--- src/rtl/intersection_controller.sv ---
// Two-way intersection sequencer: NS/EW signal heads with all-red clearance
// between directions and an exclusive pedestrian walk phase served from a
// latched request.
//
// Handshake: ped_req is a level-or-pulse request sampled on every enabled
// cycle. When a new request is latched, ped_ack pulses for exactly one cycle.
// The latched request is consumed on the edge that enters WALK.
module intersection_controller #(
  parameter int GREEN_CYCLES  = 20,
  parameter int YELLOW_CYCLES = 7,
  parameter int ALLRED_CYCLES = 3,
  parameter int WALK_CYCLES   = 10,
  parameter int CNT_W         = 8
) (
  input  logic clk,
  input  logic reset,
  input  logic enable,
  input  logic ped_req,
  output logic ped_ack,
  output logic ped_walk,
  output logic ns_red,
  output logic ns_yellow,
  output logic ns_green,
  output logic ew_red,
  output logic ew_yellow,
  output logic ew_green
);

  typedef enum logic [2:0] {
    CLR_TO_NS,
    NS_GREEN,
    NS_YELLOW,
    CLR_TO_EW,
    EW_GREEN,
    EW_YELLOW,
    WALK
  } state_t;

  // Counter load values: each state lasts DURATION enabled cycles.
  localparam logic [CNT_W-1:0] GREEN_LD  = CNT_W'(GREEN_CYCLES - 1);
  localparam logic [CNT_W-1:0] YELLOW_LD = CNT_W'(YELLOW_CYCLES - 1);
  localparam logic [CNT_W-1:0] ALLRED_LD = CNT_W'(ALLRED_CYCLES - 1);
  localparam logic [CNT_W-1:0] WALK_LD   = CNT_W'(WALK_CYCLES - 1);

  state_t           state, state_n;
  logic [CNT_W-1:0] cnt, cnt_n;
  logic             next_dir, next_dir_n;   // 0 = NS green after WALK, 1 = EW
  logic             ped_pending, ped_pending_n;
  logic             ack_q, ack_n;
  logic             latch;

  function automatic logic [CNT_W-1:0] load_val(input state_t s);
    case (s)
      NS_GREEN, EW_GREEN:   load_val = GREEN_LD;
      NS_YELLOW, EW_YELLOW: load_val = YELLOW_LD;
      WALK:                 load_val = WALK_LD;
      default:              load_val = ALLRED_LD;
    endcase
  endfunction

  // State, counter, direction memory and pedestrian latch registers.
  always_ff @(posedge clk) begin
    if (reset) begin
      state       <= CLR_TO_NS;
      cnt         <= ALLRED_LD;
      next_dir    <= 1'b0;
      ped_pending <= 1'b0;
      ack_q       <= 1'b0;
    end else begin
      state       <= state_n;
      cnt         <= cnt_n;
      next_dir    <= next_dir_n;
      ped_pending <= ped_pending_n;
      ack_q       <= ack_n;
    end
  end

  // Next-state, counter and request-latch logic; everything holds when disabled.
  always_comb begin
    state_n       = state;
    cnt_n         = cnt;
    next_dir_n    = next_dir;
    ped_pending_n = ped_pending;
    ack_n         = 1'b0;
    // Entering WALK implies ped_pending=1, so a request on that edge is
    // absorbed automatically; requests during WALK are ignored.
    latch         = enable && ped_req && !ped_pending && (state != WALK);
    if (enable) begin
      if (latch) begin
        ped_pending_n = 1'b1;
        ack_n         = 1'b1;
      end
      if (cnt == '0) begin
        case (state)
          CLR_TO_NS: begin
            if (ped_pending) begin
              state_n       = WALK;
              next_dir_n    = 1'b0;
              ped_pending_n = 1'b0;
            end else begin
              state_n = NS_GREEN;
            end
          end
          NS_GREEN:  state_n = NS_YELLOW;
          NS_YELLOW: state_n = CLR_TO_EW;
          CLR_TO_EW: begin
            if (ped_pending) begin
              state_n       = WALK;
              next_dir_n    = 1'b1;
              ped_pending_n = 1'b0;
            end else begin
              state_n = EW_GREEN;
            end
          end
          EW_GREEN:  state_n = EW_YELLOW;
          EW_YELLOW: state_n = CLR_TO_NS;
          WALK:      state_n = next_dir ? EW_GREEN : NS_GREEN;
          default:   state_n = CLR_TO_NS;
        endcase
        cnt_n = load_val(state_n);
      end else begin
        cnt_n = cnt - 1'b1;
      end
    end
  end

  // Moore lamp decode: exactly one lamp per head, never both heads non-red.
  always_comb begin
    ns_red    = 1'b1;
    ns_yellow = 1'b0;
    ns_green  = 1'b0;
    ew_red    = 1'b1;
    ew_yellow = 1'b0;
    ew_green  = 1'b0;
    ped_walk  = 1'b0;
    case (state)
      NS_GREEN:  begin ns_red = 1'b0; ns_green  = 1'b1; end
      NS_YELLOW: begin ns_red = 1'b0; ns_yellow = 1'b1; end
      EW_GREEN:  begin ew_red = 1'b0; ew_green  = 1'b1; end
      EW_YELLOW: begin ew_red = 1'b0; ew_yellow = 1'b1; end
      WALK:      ped_walk = 1'b1;
      default:   ;
    endcase
  end

  assign ped_ack = ack_q;

endmodule

--- config.mk ---
export PLATFORM = sky130hd
export DESIGN_NAME = intersection_controller
export DESIGN_NICKNAME = d
export VERILOG_FILES = /design/src/rtl/intersection_controller.sv
export SDC_FILE = /design/constraint.sdc
export NUM_CORES = 1
export LEC_CHECK = 0
export ABC_CLOCK_PERIOD_IN_PS = 1700
export CAP_MARGIN = 20
export CORE_MARGIN = 2
export CORE_UTILIZATION = 35
export CTS_BUF_LIST = sky130_fd_sc_hd__clkbuf_8
export CTS_CLUSTER_DIAMETER = 150
export DETAILED_ROUTE_END_ITERATION = 16
export PLACE_DENSITY = 0.54
export SLEW_MARGIN = 15
export SYNTH_ARGS = -nofsm -noshare
export SYNTH_HDL_FRONTEND = slang
export SYNTH_SLANG_ARGS = --single-unit
--- constraint.sdc ---
create_clock -name clk -period 1.7 [get_ports clk]
set_input_delay 0.255 -clock clk [delete_from_list [all_inputs] [get_ports clk]]
set_output_delay 0.255 -clock clk [all_outputs]
set_load 0.01 [all_outputs]
# Word level (Yosys, flattened, before mapping)
# Index checks and enable logic that the tools add are counted.
totals:
  ff_bits: 14
  latchBits: 0
  ramBits: 0
  romBits: 0
  input_bits: 4
  out_inout_bits: 8
  wordCells: 59
  memories: 0
classes:
  n_addsub: 1
  multipliers: 0
  n_div: 0
  magnitude_cmp: 0
  eq_ne: 14
  shift: 0
  n_mux: 23
  bitwise_logic: 1
  reduce_logical: 15
op_table:
  columns: ["operator", "count"]
  rows:
  - ["3-bit == test, second input constant", 6]
  - ["3-bit case mux with 6 select lines", 1]
  - ["5-bit case mux with 3 select lines", 1]
  - ["1-bit two-way mux", 14]
  - ["3-bit two-way mux", 4]
  - ["2-bit OR reduction", 6]
  - ["3-bit by 2-bit == test with 1-bit output, second input constant", 3]
  - ["8-bit zero test", 1]
  - ["8-bit two-way mux", 1]
  - ["8-bit by 1-bit subtractor with 8-bit output, second input constant", 1]
  - ["3-bit by 1-bit == test with 1-bit output, second input constant", 2]
  - ["5-bit AND reduction", 1]
  - ["2-bit inequality test, second input constant", 2]
  - ["1-bit logical AND", 3]
  - ["3-bit zero test", 1]
  - ["3-bit inequality test, second input constant", 1]
  - ["2-bit two-way mux", 1]
  - ["1-bit case mux with 2 select lines", 1]
  - ["2-bit AND reduction", 1]
  - ["2-bit nonzero test", 1]
  - ["1-bit zero test", 1]
  - ["1-bit inverter", 1]

# Logic depth before layout (Yosys ltp)
# Gate-level depths: netlist of run 1.
logic_depth:
  ltp_word: 8
  mapped_depth: 7
  depth_no_buf: 6

# Worst setup path after synthesis of run 1
# OpenSTA, ideal clock, no wires.
synth_path:
  path_type: "register -> register"
  start: "register cnt[0]"
  end: "register cnt[2]"
  setup_ps: 125
  t_arrival_ps: 1465
  required_time_ps: 1575
  setup_slack_ps: 110
  stages_incl_launch_ff: 8
  path_buffers: 1
  synth_period_minus_slack_ps: 1590
  cell_sequence: "dfxtp_1 > inv_1 > ha_1 > and2b_1 > and3_2 > clkbuf_1 > a221oi_1 > nor2_1"
synth_via:
  elab_chain_cells: 2
  word_cells_on_any_way: 3
  cone_classes: "1 x add/sub; 1 x mux; 1 x reduce/logical"
synth_lines:
  columns: ["item", "line", "source"]
  rows:
  - ["start, declared", "46", "logic [CNT_W-1:0] cnt, cnt_n;"]
  - ["start signal, assigned", "71", "cnt <= cnt_n;"]
  - ["8-bit by 1-bit subtractor with 8-bit output or 8-bit zero test (tied branches)", "122, 93", null]
  - ["8-bit two-way mux (*)", "93", "if (cnt == '0) begin"]
# Every way passes the cells marked *; elsewhere a longest branch is shown, timed or not.
# A chain may end at the register's enable or synchronous reset.

# Worst setup path in the final report of run 1
layout_path:
  start: "register state[1]"
  end: "output ew_red"
layout_via:
  elab_chain_cells: 3
  word_cells_on_any_way: 4
  cone_classes: "2 x eq/ne; 1 x mux; 1 x reduce/logical"
layout_lines:
  columns: ["item", "line", "source"]
  rows:
  - ["start, declared", "45", "state_t state, state_n;"]
  - ["start signal, assigned", "70", "state <= state_n;"]
  - ["3-bit == test", "136", "case (state)"]
  - ["2-bit OR reduction (no source line) (*)", null, null]
  - ["1-bit two-way mux (*)", "136", null]
  - ["end, declared", "24", "output logic ew_red,"]
# Marks and branches as above.

==> reports/metrics.yaml, run 1 <==
place.gp.congestion: 0.793
ios: 12
min_period_ps: 1610
worst_slew_pin_slew_ps: 353
syn-num-nets: 114
cts_buffers: 3
cp.arrival_ps: 1360
antenna_found_initial: 0
hp-class: "reg2reg"
ant_nets: 0
synth.top_cells.by_area: "dfxtp_1, nor2_1, mux2i_1"
overflow: 0
layout_worst_path_cycle_share_pct: 94.7
cts_max_level: 1
path_buf_inv: 2
slew_headroom_pct: 76.4
setup_viol: 0
max-cap-violations: 0
die-height_um: 53.8
grt_pass1_wl_mm: 3.35
yosysSeqAreaShare_pct: 32.3
synth_area_um2: 867
syn_avg_cell_area_um2: 8.03
p_per_area_mw_per_mm2: 805
peakVddDrop_mv: 0.567
die_x_um: 53.8
drv_slew: 0
worst-path-max-fanout: 5
cts_tree: "done"
insertion_delay_ps: 250
final_nets: 139
dp_hpwl_mm: 1.54
outcome: "complete, no violations"
ctsHoldBuffers: 0
grt_pass1_vias: 745
routed_via_density: 5.35
drc_errors: 0
pre_cts_slack_ps: 26.4
cp-start-kind: "flop"
root_buffer: "clkbuf_8"
fmax_mhz: 621
wl_per_cell_um: 13.0
synth-main-ff-cell: "dfxtp_1"
finalClockSkew_ps: 0.989
synth-edff-count: 0
drt_iter0_drc: 24
yosysWarnings: 0
async_flop_share_pct: 0
dieArea_mm2: 0.00289
routed-via-count: 867
clock-sinks: 14
fillers: 237
critPathTopFamily: "buffers and inverters"
placed_cells: 158
critical_path.cell_chain: "inv_1 -> nand2_1 -> clkdlybuf4s50_1"
row_count: 18
antenna-diode-count: 0
path_clk_slew_ps: 60
instances_no_fill: 162
hold_violations: 0
criticalPathCategory: "reg2out"
drive_gt1_share_pct: 25.8
routed_wl_mm: 2.10
r2r_slack_ps: 120
crit_path_top_delay_cell: "clkdlybuf4s50_1"
slowest_delay_ps: 540
yosysTopAreaCellShare_pct: 32.3
grt_util_all_layers_pct: 16.7
fp.coreArea_mm2: 0.00241
postCtsSetupBuffers: 0
p_leak_nw: 0.516
synth-seq-cells: 14
hold_slack_ps: 509
syn2layout_area_growth_pct: 37.8
crit_required_ps: 1440
cts_buffer_depth: 2
post-synth-top-area-cell: "dfxtp_1"
grt_max_degree: 11
cts_resized: 7
netlist_instances: 108
io_buffers: 11
end_kind: "output port"
synth.most_common_cell: "nor2_1"
start_util_pct: 36.0
timing.final.ws_setup_ps: 89.5
synth_common_cells: "nor2_1, dfxtp_1, nor3_1"
synth_cell_type_count: 39
drt_first_pass_iters: 4
==> report_power, final <==
group / internal [W] / switching, W
clock network: 0.000205 / 0.000125
registers: 0.000349 / 0.0000317
logic: 0.000133 / 0.000118
total: 0.000687 / 0.000275
==> layer usage <==
metal / GRT usage, % / share of wire, % / up-vias
li1: - / - / 434
met1: 22.6 / 48 / 404
met2: 24.2 / 45 / 27
met3: 5.83 / 5.8 / 2
met4: 6.41 / 0.91 / 0
met5: 0 / 0 / -
==> area by class of cell <==
class                           count  area, µm²  share of cell area, %
Inverter                            6       22.5                   1.88
Multi-Input combinational cell     81        558                   46.7
Sequential cell                    14        292                   24.4
Clock buffer                        4       55.1                   4.61
Tap cell                           30       37.5                   3.14
Timing Repair Buffer               27        230                   19.3
==> registers in the layout, indices dropped and copies added, names as in the netlist <==
| name | count |
|---|---|
| cnt | 8 |
| state | 3 |
| next_dir | 1 |
| ped_ack | 1 |
| ped_pending | 1 |
==> final timing paths <==
| kind | start | cells past startpoint | end |
|---|---|---|---|
| worst min-delay path | next_dir | 2 | next_dir |
| worst max register to register | cnt[0] | 6 | cnt[1] |
| worst max-delay path | state[1] | 3 | ew_red |
| worst min register to register | next_dir | 2 | next_dir |
==> worst min-delay path, cell delays in order (launching register included) <==
cell and delay (ps):
dfxtp_1 320, o21ai_0 70, a21oi_1 60
==> per-stage QoR <==
step | util [%] | area [µm²] | setup TNS (ps) | power [W]
2_1_floorplan | - | 867 | 0 | 0.000533
3_3_place_gp | 45.6 | 1100 | 0 | 0.000631
3_5_place_dp | 45.6 | 1100 | 0 | 0.000633
4_1_cts | 47.8 | 1150 | 0 | 0.000966
5_1_grt | 49.6 | 1190 | -6.55 | 0.00102
6_report | 49.6 | 1190 | 0 | 0.000962
==> cell usage in the layout (no fill, tap or decap), types with 5 or more instances in the layout <==
| master | count |
|---|---|
| buf_4 | 16 |
| nor2_1 | 15 |
| nor3_1 | 5 |
| nand3_1 | 5 |
| clkdlybuf4s50_1 | 5 |
| dfxtp_1 | 11 |
| nand2_1 | 6 |
| inv_1 | 6 |
==> logic make-up after synthesis <==
kind of cell | count (synthesis) | share of synthesized area [%]
compound gates | 20 | 16.7
xor+xnor | 3 | 3.03
buf+inv | 13 | 6.78
flops | 14 | 32.3
simple gates | 52 | 33.6
mux | 4 | 4.62
fa+ha+maj | 2 | 2.89
No activity file was read; power rests on OpenSTA's default activity.
==> run 2, diff against run 1 <==
--- a/config.mk
+++ b/config.mk
@@ -10,8 +10,9 @@
 export CORE_MARGIN = 2
 export CORE_UTILIZATION = 35
 export CTS_BUF_LIST = sky130_fd_sc_hd__clkbuf_8
-export CTS_CLUSTER_DIAMETER = 150
+export CTS_CLUSTER_DIAMETER = 60
 export DETAILED_ROUTE_END_ITERATION = 16
+export GPL_TIMING_DRIVEN = 0
 export PLACE_DENSITY = 0.54
 export SLEW_MARGIN = 15
 export SYNTH_ARGS = -nofsm -noshare
==> reports/metrics.yaml, run 2 (synthesis gave the netlist of run 1 again) <==
outcome: "complete, no violations"
grt_max_degree: 11  # unchanged
switchingPower_w: 0.000262  # -4.9%
ant_nets: 0  # unchanged
pwr-share-comb_pct: 24.5  # -1.5 points
place.gp.congestion: 0.831  # +4.7%
pre_cts_slack_ps: -388  # -414 ps
start_util_pct: 36.0  # unchanged
most-common-layout-cells: "nor2_1, dfxtp_1, dlygate4sd2_1"
hold_violations: 0  # unchanged
crit_required_ps: 1830  # +390 ps
tns_ps: 0  # unchanged
die-height_um: 53.8  # unchanged
reg_top3: "cnt: 8 flops, state: 3 flops"
whs_endpoint: "cnt[0]"
dp_hpwl_mm: 1.46  # -5.4%
p_leak_nw: 0.440  # -15%
grt_util_all_layers_pct: 15.6  # -1.1 points
wl_per_cell_um: 13.6  # +4.7%
crit_path_top_delay_cell: "a311o_1"
worstHoldStart: "cnt[0]"
layout_commonest_cell: "nor2_1"
cts_tree: "done"
reg2reg_to: "cnt[1]"
hp-class: "reg2reg"
io_buffers: 11  # unchanged
regArea_um2: 284  # -2.6%
critical_path.cell_chain: "buf_4 -> xnor2_1 -> nand3_1 -> or2_0 -> a311o_1"
cts_max_level: 1  # unchanged
r2r_slack_ps: 30  # -90 ps
cp-start-kind: "flop"
routed_wl_mm: 2.04  # -3.0%
worst-path-max-fanout: 10  # +5
end_kind: "flop"
largest_reg_flops: 8  # unchanged
setup_viol: 0  # unchanged
drive_gt1_share_pct: 15.8  # -9.9 points
slowest_delay_ps: 320  # -220 ps
path_buf_inv: 1  # -1
final_nets: 128  # -7.9%
p_per_area_mw_per_mm2: 804  # -0.14%
ios: 12  # unchanged
worst_slew_pin_slew_ps: 439  # +85.7 ps
criticalPathCategory: "reg2reg"
fillers: 238  # +0.42%
critical_path_cell_count: 5  # +2
clock-sinks: 14  # unchanged
drt_iter0_drc: 15  # -38%
insertion_delay_ps: 240  # about the same
min_period_ps: 1670  # +56.1 ps
swShare_pct: 30.1  # +1.5 points
hold_depth: 1  # -1
root_buffer: "clkbuf_8"
finalClockSkew_ps: 1.10  # +0.109 ps
cts_buffers: 3  # unchanged
fp.coreArea_mm2: 0.00241  # unchanged
syn2layout_area_growth_pct: 24.5
clockPowerShare_pct: 31.5  # -2.9 points
cts_buffer_depth: 2  # unchanged
cp.arrival_ps: 1800  # +440 ps
die_x_um: 53.8  # unchanged
rsz0062_at_grt: "yes"
slew_headroom_pct: 70.3  # -6.1 points
p_int_w: 0.000607  # -12%
antenna-diode-count: 0  # unchanged
path_clk_slew_ps: 60  # about the same
grt_pass1_wl_mm: 3.20  # -4.5%
drv_slew: 0  # unchanged
peakVddDrop_mv: 0.416  # -27%
worst_r2r_path_depth: 5  # -1
timing.final.ws_setup_ps: 33.4  # -56.1 ps
layout_worst_path_cycle_share_pct: 98.0  # +3.3 points
grt_pass1_vias: 686  # -7.9%
routed_via_density: 5.44  # +1.6%
regMostFlops: "cnt"
dieArea_mm2: 0.00289  # unchanged
overflow: 0  # unchanged
r2r-start: "state[0]"
critPathTopFamily: "simple AND/OR/NAND/NOR gates"
drt_first_pass_iters: 4  # unchanged
max-cap-violations: 0  # unchanged
routed-via-count: 816  # -5.9%
antenna_found_initial: 0  # unchanged
drc_errors: 0  # unchanged
postCtsSetupBuffers: 0  # unchanged
fmax_mhz: 600  # -3.4%
row_count: 18  # unchanged
power_frac_seq_pct: 44.0  # +4.4 points
multi_input_area_um2: 561  # +0.45%
==> run 2: cell type report <==
type / count / share of cell area, %
Multi-Input combinational cell: 81 / 51.9
Sequential cell: 14 / 26.3
Timing Repair Buffer: 11 / 9.39
Clock buffer: 3 / 3.82
Tap cell: 30 / 3.48
Buffer: 5 / 3.01
Inverter: 6 / 2.09
==> run 2: what timing repair did <==
action                     CTS  global route
hold buffers                 0             0
resized for setup           14             5
setup endpoints to repair   13             7
gates cloned                 0             0
pin swaps                    0             1
==> run 2: worst max path at each step <==
| stage | start | endpoint | slack, ps |
|---|---|---|---|
| 2_1_floorplan | cnt[0] | cnt[2] | 110 |
| 3_3_place_gp | enable | state[2] | -370 |
| 3_5_place_dp | enable | state[2] | -390 |
| 4_1_cts | cnt[1] | cnt[1] | 8 |
| 5_1_grt | state[0] | cnt[1] | -30 |
| 6_report | state[0] | cnt[1] | 30 |
==> run 2: power groups by stage <==
stage	Combinational [W]	Sequential, W	Clock [W]
final	0.000213	0.000383	0.000273
after global routing	0.000236	0.000386	0.000300
after CTS	0.000203	0.000381	0.000286
after detailed placement	0.000212	0.000382	0
after global placement	0.000210	0.000382	0
after floorplan	0.000156	0.000377	0
==> run 2: worst register-to-register path: stages, from the launching register on <==
cell and delay, ps:
dfxtp_1 290, buf_4 160, xnor2_1 260, nand3_1 220
or2_0 300, a311o_1 320
==> run 2: metal layers <==
metal  vias to the layer above  global-route usage [%]  wire (µm)
met1                       386                    20.6        980
li1                        411                       -          -
met3                         2                    5.00        101
met2                        17                    23.2        935
met4                         0                    6.41         19
met5                         -                       0          0
==> run 2: per-stage QoR <==
step	area, µm²	util [%]	power [W]	instances	hold WS [ps]
5_1_grt	1080	44.8	0.000921	150	531
2_1_floorplan	867	-	0.000533	108	373
4_1_cts	1050	43.8	0.000869	150	483
3_5_place_dp	1010	42.1	0.000594	149	486
6_report	1080	44.8	0.000869	150	486
3_3_place_gp	1010	42.1	0.000592	149	489
